File: src/rtl/cube_root_pkg.sv
// ============================================================================
// Package : cube_root_pkg
// Purpose : Shared widths, default timing and state encoding for the
//           cube-root sequencer and its residual stage.
// Contents: OP_W / ROOT_W / SQ_W / CUBE_W / DIFF_W width constants,
//           default calculator latency and clear length, state_e enum.
// Revision: 1.0 - initial release
// ============================================================================
`default_nettype none

package cube_root_pkg;

   // Operand, root and intermediate product widths.
   localparam int OP_W   = 32;
   localparam int ROOT_W = 11;
   localparam int SQ_W   = 2 * ROOT_W;   // 22
   localparam int CUBE_W = 3 * ROOT_W;   // 33
   // One extra bit above the cube so the subtraction borrow is visible.
   localparam int DIFF_W = CUBE_W + 1;   // 34

   // Calculator timing defaults: 11 iterations + 1 settle, single-cycle clear.
   localparam int CALC_LATENCY_DEF = 12;
   localparam int CLEAR_CYCLES_DEF = 1;

   typedef enum logic [2:0] {
      ST_IDLE = 3'd0,
      ST_CLR  = 3'd1,
      ST_RUN  = 3'd2,
      ST_SQ   = 3'd3,
      ST_CUBE = 3'd4,
      ST_DONE = 3'd5
   } state_e;

endpackage : cube_root_pkg

`default_nettype wire

File: src/rtl/cube_root_sequencer_residual.sv
// ============================================================================
// Module  : cube_residual
// Purpose : Two-stage registered multiply-subtract. Stage 1 squares the root,
//           stage 2 multiplies by the root again and subtracts the cube from
//           the operand, flagging a root whose cube overshoots the operand.
// Ports   : clock_i    - clock
//           clear_ni   - asynchronous active-low reset
//           sq_en_i    - load root^2 into the square register
//           cube_en_i  - load remainder / flags from square*root
//           operand_i  - 32-bit unsigned operand
//           root_i     - 11-bit root under test
//           rem_o      - operand - root^3, forced to 0 on error
//           err_o      - root^3 > operand
//           exact_o    - remainder is zero and no error
// Revision: 1.0 - initial release
// ============================================================================
`default_nettype none

module cube_residual
   import cube_root_pkg::*;
(
   input  logic              clock_i,
   input  logic              clear_ni,
   input  logic              sq_en_i,
   input  logic              cube_en_i,
   input  logic [OP_W-1:0]   operand_i,
   input  logic [ROOT_W-1:0] root_i,
   output logic [OP_W-1:0]   rem_o,
   output logic              err_o,
   output logic              exact_o
);

   logic [SQ_W-1:0]   sq_q;
   logic [OP_W-1:0]   rem_q;
   logic              err_q;
   logic              exact_q;

   logic [SQ_W-1:0]   sq_d;
   logic [CUBE_W-1:0] cube_d;
   logic [DIFF_W-1:0] diff_d;
   logic              neg_d;

   always_comb begin
      sq_d   = SQ_W'(root_i) * SQ_W'(root_i);
      cube_d = CUBE_W'(sq_q) * CUBE_W'(root_i);
      // Both sides widened to 34 bits so a 2047^3 cube cannot wrap before
      // the sign bit is inspected.
      diff_d = {2'b00, operand_i} - {1'b0, cube_d};
      neg_d  = diff_d[DIFF_W-1];
   end

   always_ff @(posedge clock_i or negedge clear_ni) begin
      if (!clear_ni) begin
         sq_q    <= '0;
         rem_q   <= '0;
         err_q   <= 1'b0;
         exact_q <= 1'b0;
      end else begin
         if (sq_en_i) begin
            sq_q <= sq_d;
         end
         if (cube_en_i) begin
            if (neg_d) begin
               rem_q   <= '0;
               err_q   <= 1'b1;
               exact_q <= 1'b0;
            end else begin
               rem_q   <= diff_d[OP_W-1:0];
               err_q   <= 1'b0;
               exact_q <= (diff_d[OP_W-1:0] == '0);
            end
         end
      end
   end

   assign rem_o   = rem_q;
   assign err_o   = err_q;
   assign exact_o = exact_q;

endmodule : cube_residual

`default_nettype wire

File: src/rtl/cube_root_sequencer.sv
// ============================================================================
// Module  : cube_root_sequencer
// Purpose : Control-and-check stage around the iterative cube-root
//           calculator. Accepts an operand, holds it on the calculator input,
//           pulses the calculator clear, waits the fixed iteration latency,
//           captures the root and reports root, residual and flags over a
//           valid/ready handshake with backpressure.
// Ports   : clock_i       - clock, rising edge active
//           clear_ni      - asynchronous active-low reset
//           in_valid_i    - operand offered
//           in_ready_o    - operand accepted this cycle if valid (IDLE only)
//           in_data_i     - 32-bit unsigned operand
//           calc_in_o     - operand held on the calculator input
//           calc_clear_o  - active-high calculator clear
//           calc_out_i    - 11-bit root from the calculator
//           res_valid_o   - result available
//           res_ready_i   - consumer accepts the result
//           res_root_o    - captured root
//           res_rem_o     - operand - root^3 (0 on error)
//           res_exact_o   - residual zero and no error
//           res_err_o     - root^3 exceeded the operand
//           busy_o        - any state other than IDLE
// Revision: 1.0 - initial release
// ============================================================================
`default_nettype none

module cube_root_sequencer
   import cube_root_pkg::*;
#(
   parameter int CALC_LATENCY = CALC_LATENCY_DEF,
   parameter int CLEAR_CYCLES = CLEAR_CYCLES_DEF
)(
   input  logic              clock_i,
   input  logic              clear_ni,
   input  logic              in_valid_i,
   output logic              in_ready_o,
   input  logic [OP_W-1:0]   in_data_i,
   output logic [OP_W-1:0]   calc_in_o,
   output logic              calc_clear_o,
   input  logic [ROOT_W-1:0] calc_out_i,
   output logic              res_valid_o,
   input  logic              res_ready_i,
   output logic [ROOT_W-1:0] res_root_o,
   output logic [OP_W-1:0]   res_rem_o,
   output logic              res_exact_o,
   output logic              res_err_o,
   output logic              busy_o
);

   // One counter is shared between the CLR and RUN phases; size it for the
   // longer of the two.
   localparam int CNT_MAX = (CALC_LATENCY > CLEAR_CYCLES) ? CALC_LATENCY : CLEAR_CYCLES;
   localparam int CNT_W   = $clog2(CNT_MAX + 1);
   localparam logic [CNT_W-1:0] CLR_LAST = CNT_W'(CLEAR_CYCLES - 1);
   localparam logic [CNT_W-1:0] LAT_LAST = CNT_W'(CALC_LATENCY - 1);

   state_e              state_q,   state_d;
   logic [CNT_W-1:0]    cnt_q,     cnt_d;
   logic [OP_W-1:0]     operand_q, operand_d;
   logic [ROOT_W-1:0]   root_q,    root_d;

   logic                in_ready_d;
   logic                calc_clear_d;
   logic                res_valid_d;
   logic                sq_en_d;
   logic                cube_en_d;

   // -------------------------------------------------------------------------
   // State and data registers
   // -------------------------------------------------------------------------
   always_ff @(posedge clock_i or negedge clear_ni) begin
      if (!clear_ni) begin
         state_q   <= ST_IDLE;
         cnt_q     <= '0;
         operand_q <= '0;
         root_q    <= '0;
      end else begin
         state_q   <= state_d;
         cnt_q     <= cnt_d;
         operand_q <= operand_d;
         root_q    <= root_d;
      end
   end

   // -------------------------------------------------------------------------
   // Next-state and output decode
   // -------------------------------------------------------------------------
   always_comb begin
      state_d      = state_q;
      cnt_d        = cnt_q;
      operand_d    = operand_q;
      root_d       = root_q;
      in_ready_d   = 1'b0;
      calc_clear_d = 1'b0;
      res_valid_d  = 1'b0;
      sq_en_d      = 1'b0;
      cube_en_d    = 1'b0;

      unique case (state_q)
         ST_IDLE: begin
            in_ready_d   = 1'b1;
            calc_clear_d = 1'b1;
            cnt_d        = '0;
            if (in_valid_i) begin
               operand_d = in_data_i;
               state_d   = ST_CLR;
            end
         end

         ST_CLR: begin
            calc_clear_d = 1'b1;
            if (cnt_q == CLR_LAST) begin
               cnt_d   = '0;
               state_d = ST_RUN;
            end else begin
               cnt_d = cnt_q + CNT_W'(1);
            end
         end

         ST_RUN: begin
            // calc_out is only trusted on the terminal count edge.
            if (cnt_q == LAT_LAST) begin
               root_d  = calc_out_i;
               cnt_d   = '0;
               state_d = ST_SQ;
            end else begin
               cnt_d = cnt_q + CNT_W'(1);
            end
         end

         ST_SQ: begin
            sq_en_d = 1'b1;
            state_d = ST_CUBE;
         end

         ST_CUBE: begin
            cube_en_d = 1'b1;
            state_d   = ST_DONE;
         end

         ST_DONE: begin
            // Returning to IDLE only here keeps a new accept at least one
            // cycle after the transfer edge.
            res_valid_d = 1'b1;
            if (res_ready_i) begin
               state_d = ST_IDLE;
            end
         end

         default: begin
            state_d = ST_IDLE;
         end
      endcase
   end

   // -------------------------------------------------------------------------
   // Residual stage
   // -------------------------------------------------------------------------
   cube_residual u_residual (
      .clock_i   (clock_i),
      .clear_ni  (clear_ni),
      .sq_en_i   (sq_en_d),
      .cube_en_i (cube_en_d),
      .operand_i (operand_q),
      .root_i    (root_q),
      .rem_o     (res_rem_o),
      .err_o     (res_err_o),
      .exact_o   (res_exact_o)
   );

   assign in_ready_o   = in_ready_d;
   assign calc_clear_o = calc_clear_d;
   assign calc_in_o    = operand_q;
   assign res_valid_o  = res_valid_d;
   assign res_root_o   = root_q;
   assign busy_o       = (state_q != ST_IDLE);

endmodule : cube_root_sequencer

`default_nettype wire

File: config.mk
export PLATFORM = sky130hd
export DESIGN_NAME = cube_root_sequencer
export DESIGN_NICKNAME = d
export VERILOG_FILES = /design/src/rtl/cube_root_pkg.sv /design/src/rtl/cube_root_sequencer_residual.sv /design/src/rtl/cube_root_sequencer.sv
export SDC_FILE = /design/constraint.sdc
export NUM_CORES = 1
export LEC_CHECK = 0
export CORE_ASPECT_RATIO = 1.75
export CORE_MARGIN = 2
export CORE_UTILIZATION = 61
export CTS_CLUSTER_SIZE = 30
export DETAILED_ROUTE_END_ITERATION = 7
export GPL_ROUTABILITY_DRIVEN = 0
export GPL_TIMING_DRIVEN = 0
export PLACE_DENSITY_LB_ADDON = 0.15
export SLEW_MARGIN = 20
export SYNTH_ARGS = -nofsm -noshare
export SYNTH_HDL_FRONTEND = slang
export SYNTH_SLANG_ARGS = --single-unit
export TNS_END_PERCENT = 50
File: constraint.sdc
create_clock -name clock_i -period 6.8 [get_ports clock_i]
set_input_delay 1.02 -clock clock_i [delete_from_list [all_inputs] [get_ports clock_i]]
set_output_delay 1.02 -clock clock_i [all_outputs]
set_load 0.005 [all_outputs]
==> impl_metrics.env <==
export IMPL_outcome="finished, violations left"
export IMPL_violations="design-rule violations"
export IMPL_slew_violations=0
export IMPL_yosysWarnings=0
export IMPL_drt_pass1_iter_count=7
export IMPL_intPower_mw=3.32
export IMPL_p_clk_share_pct=8.0
export IMPL_leakagePower_nw=8.65
export IMPL_seq_area_frac_synth_pct=16.3
export IMPL_core_area_mm2=0.0260
export IMPL_htreeDepth=3
export IMPL_hold_class="register to register"
export IMPL_drv_cap=0
export IMPL_power_density_mw_per_mm2=372
export IMPL_grt_max_degree=62
export IMPL_drtIter0Drc=678
export IMPL_synth_area_mux_share_pct=2.29
export IMPL_antenna_left=0
export IMPL_overflow=0
export IMPL_fin_tns_setup_ns=0
export IMPL_num_vias=12600
export IMPL_yosysTopAreaCell="fa_1"
export IMPL_setup_viol=0
export IMPL_drive_above_1_share_pct=5.92
export IMPL_drc=1
export IMPL_yosysUniqueCellTypes=72
export IMPL_synth_area_leaders="fa_1 33%, dfrtp_1 16%, ha_1 10%, inv_1 7.9%, nand2_1 6.0%"
export IMPL_synth_compound_area_share_pct=8.66
export IMPL_timing_slew_headroom_pct=36.1
export IMPL_period_share_pct=97.2
export IMPL_synth_common_cells="340 x inv_1, 266 x fa_1, 259 x nand2_1, 134 x and2_1, 134 x ha_1"
export IMPL_path_max_fanout=10
export IMPL_nets=2350
export IMPL_power_frac_seq_pct=15.1
export IMPL_start_util_pct=62.0
export IMPL_synth_most_common_cell="inv_1"
export IMPL_die_w_um=127
export IMPL_stdcell_area_mm2=0.0182
export IMPL_cts_hold_buf=0
export IMPL_end_kind="register"
export IMPL_grt_usage_pct=32.4
export IMPL_syn_inst=1761
export IMPL_antenna_found_initial=1
export IMPL_synthXorXnorAreaFrac_pct=2.77
export IMPL_cp_required_ns=7.13
export IMPL_synth_top_family_by_area="adder cells"
export IMPL_cts_max_path_buffers=2
export IMPL_port_buffers=127
export IMPL_dpl_cell_area_mm2=0.0178
export IMPL_synth_cell_area_mm2=0.0161
export IMPL_comb_power_share_pct=76.9
export IMPL_syn_avg_cell_area_um2=9.13
export IMPL_fp_row_count=78
export IMPL_synthFlopType="dfrtp_1"
export IMPL_clock_latency_ns=0.38
export IMPL_antenna_cells=0
export IMPL_clk_pin_slew_ns=0.07
export IMPL_worstMarginPinSlew_ns=0.959
export IMPL_area_delta_synth_final_pct=12.8
export IMPL_viasPerCell=5.67
export IMPL_max_freq_mhz=151
export IMPL_fin_crit_ns=6.61
export IMPL_fin_skew_ns=0.0110
export IMPL_cts_buffers=9
export IMPL_peakVddDrop_v=0.000266
export IMPL_cts_tree="built"
export IMPL_synth_fa_ha_area_share_pct=43.5
export IMPL_synth_top_cell_area_share_pct=33.1
export IMPL_die_height_um=219
export IMPL_grt_first_pass_wirelength_mm=68.9
export IMPL_drt_total_wl_mm=42.7
export IMPL_synth_seq_cells=105
export IMPL_p_sw_mw=3.43
export IMPL_grt_pass1_vias=14000
export IMPL_clk_root_buffer_cell="clkbuf_16"
export IMPL_routedWlPerCell_um=19.2
export IMPL_design_die_area_mm2=0.0277
export IMPL_hold_viol_final=0
export IMPL_start_kind="register"
export IMPL_ios=128
export IMPL_synth_edf_count=0
export IMPL_async_flop_share_pct=100
export IMPL_cts_sinks=105
export IMPL_hpwl_mm=35.2
export IMPL_crit_type="register to register"
export IMPL_yosys_area_share_simple_pct=16.0
export IMPL_p_sw_share_pct=50.8
export IMPL_worst_ep_arrival_time_ns=6.93
path summary, 6_finish.rpt:
check / from / endpoint / slack (ns) / cells past startpoint
setup / recovery: res_root_o[7] / u_residual.exact_o / 0.19 / 22
hold / removal: u_residual.exact_o / u_residual.exact_o / 0.47 / 2
setup reg to reg: res_root_o[7] / u_residual.exact_o / 0.19 / 22
hold reg to reg: u_residual.exact_o / u_residual.exact_o / 0.47 / 2
max in group asynchronous: clear_ni / calc_in_o[4] / 5.56 / 2
min in group asynchronous: clear_ni / u_residual.rem_o[30] / 0.54 / 1
registers in the layout, indices dropped and copies added, names as in the netlist:
name                cells
calc_in_o              32
u_residual.rem_o       32
u_residual.sq_q        21
res_root_o             11
cnt_q                   4
state_q                 3
u_residual.err_o        1
u_residual.exact_o      1
through the flow:
step | hold WS (ns) | util, % | std cells | worst slack [ns] | power [mW]
6_report | 0.468 | 69.9 | 2228 | 0.193 | 6.75
5_1_grt | 0.508 | 69.9 | 2228 | -0.00814 | 7.36
4_1_cts | 0.474 | 69.7 | 2229 | 0.0461 | 6.69
3_5_place_dp | 0.457 | 68.6 | 2213 | -0.374 | 6.12
3_3_place_gp | 0.449 | 68.5 | 2212 | -0.320 | 5.98
2_1_floorplan | 0.463 | - | 1765 | 0.989 | 4.64
critical path, stage by stage, from the launching register on:
cell and delay [ns]:
dfrtp_1 0.45, buf_4 0.27, clkbuf_4 0.29, nand2_1 0.10
fa_1 0.49, fa_1 0.56, fa_1 0.43, fa_1 0.49
inv_1 0.05, fa_1 0.50, inv_1 0.05, ha_1 0.28
buf_6 0.14, a21oi_1 0.24, o21ai_0 0.23, a221oi_4 0.32
a21oi_2 0.16, o22ai_2 0.20, nor2_1 0.08, or4b_1 0.58
nor4_2 0.41, nand4_1 0.14, nand2_1 0.08
metal layers:
metal	share of wire, %	GRT usage, %
met3	4.9	4.12
met1	35	34.7
met5	0.030	0
met4	6.5	20.4
met2	53	59.9
power groups by stage:
stage | Clock (mW) | Sequential, mW | Combinational [mW]
final | 0.543 | 1.02 | 5.19
after detailed placement | 0 | 1.03 | 5.09
after floorplan | 0 | 0.993 | 3.65
after global placement | 0 | 1.02 | 4.95
after CTS | 0.554 | 1.02 | 5.12
after global routing | 0.572 | 1.05 | 5.74
cell families after synthesis:
kind of cell | count (synthesis)
fa+ha+maj | 400
simple gates | 527
other cells | 2
flops | 105
buf+inv | 428
mux | 33
compound gates | 216
xor+xnor | 50
area by class of cell:
cell class	instances	area, um2
clock buffer	11	233
tap	320	400
fill	2081	7810
inverter	340	1280
timing repair buffer	128	1300
sequential	105	2630
multi-input combinational	1232	11800
clock inverter	5	56.3
buffer	87	433
cell usage in the layout, fill, tap and decap left out, types with 11 or more instances in the layout:
cell	n
a21o_1	15
clkdlybuf4s50_1	126
a21oi_1	51
o21ai_0	61
nand3_1	17
ha_1	134
clkbuf_1	51
xor2_1	17
nor2_1	38
dfrtp_1	101
nand4_1	11
fa_1	266
clkbuf_2	19
o21ai_1	18
inv_1	340
xnor2_1	32
a22o_1	13
mux2_2	31
and2_1	134
nand2_1	259
timing repair:
action | 4_1_cts | 5_1_grt
endpoints found under the setup margin | 36 | 38
setup buffers | 0 | 0
pin swaps | 0 | 0
resized for setup | 11 | 56
No activity file was read; power rests on OpenSTA's default activity.
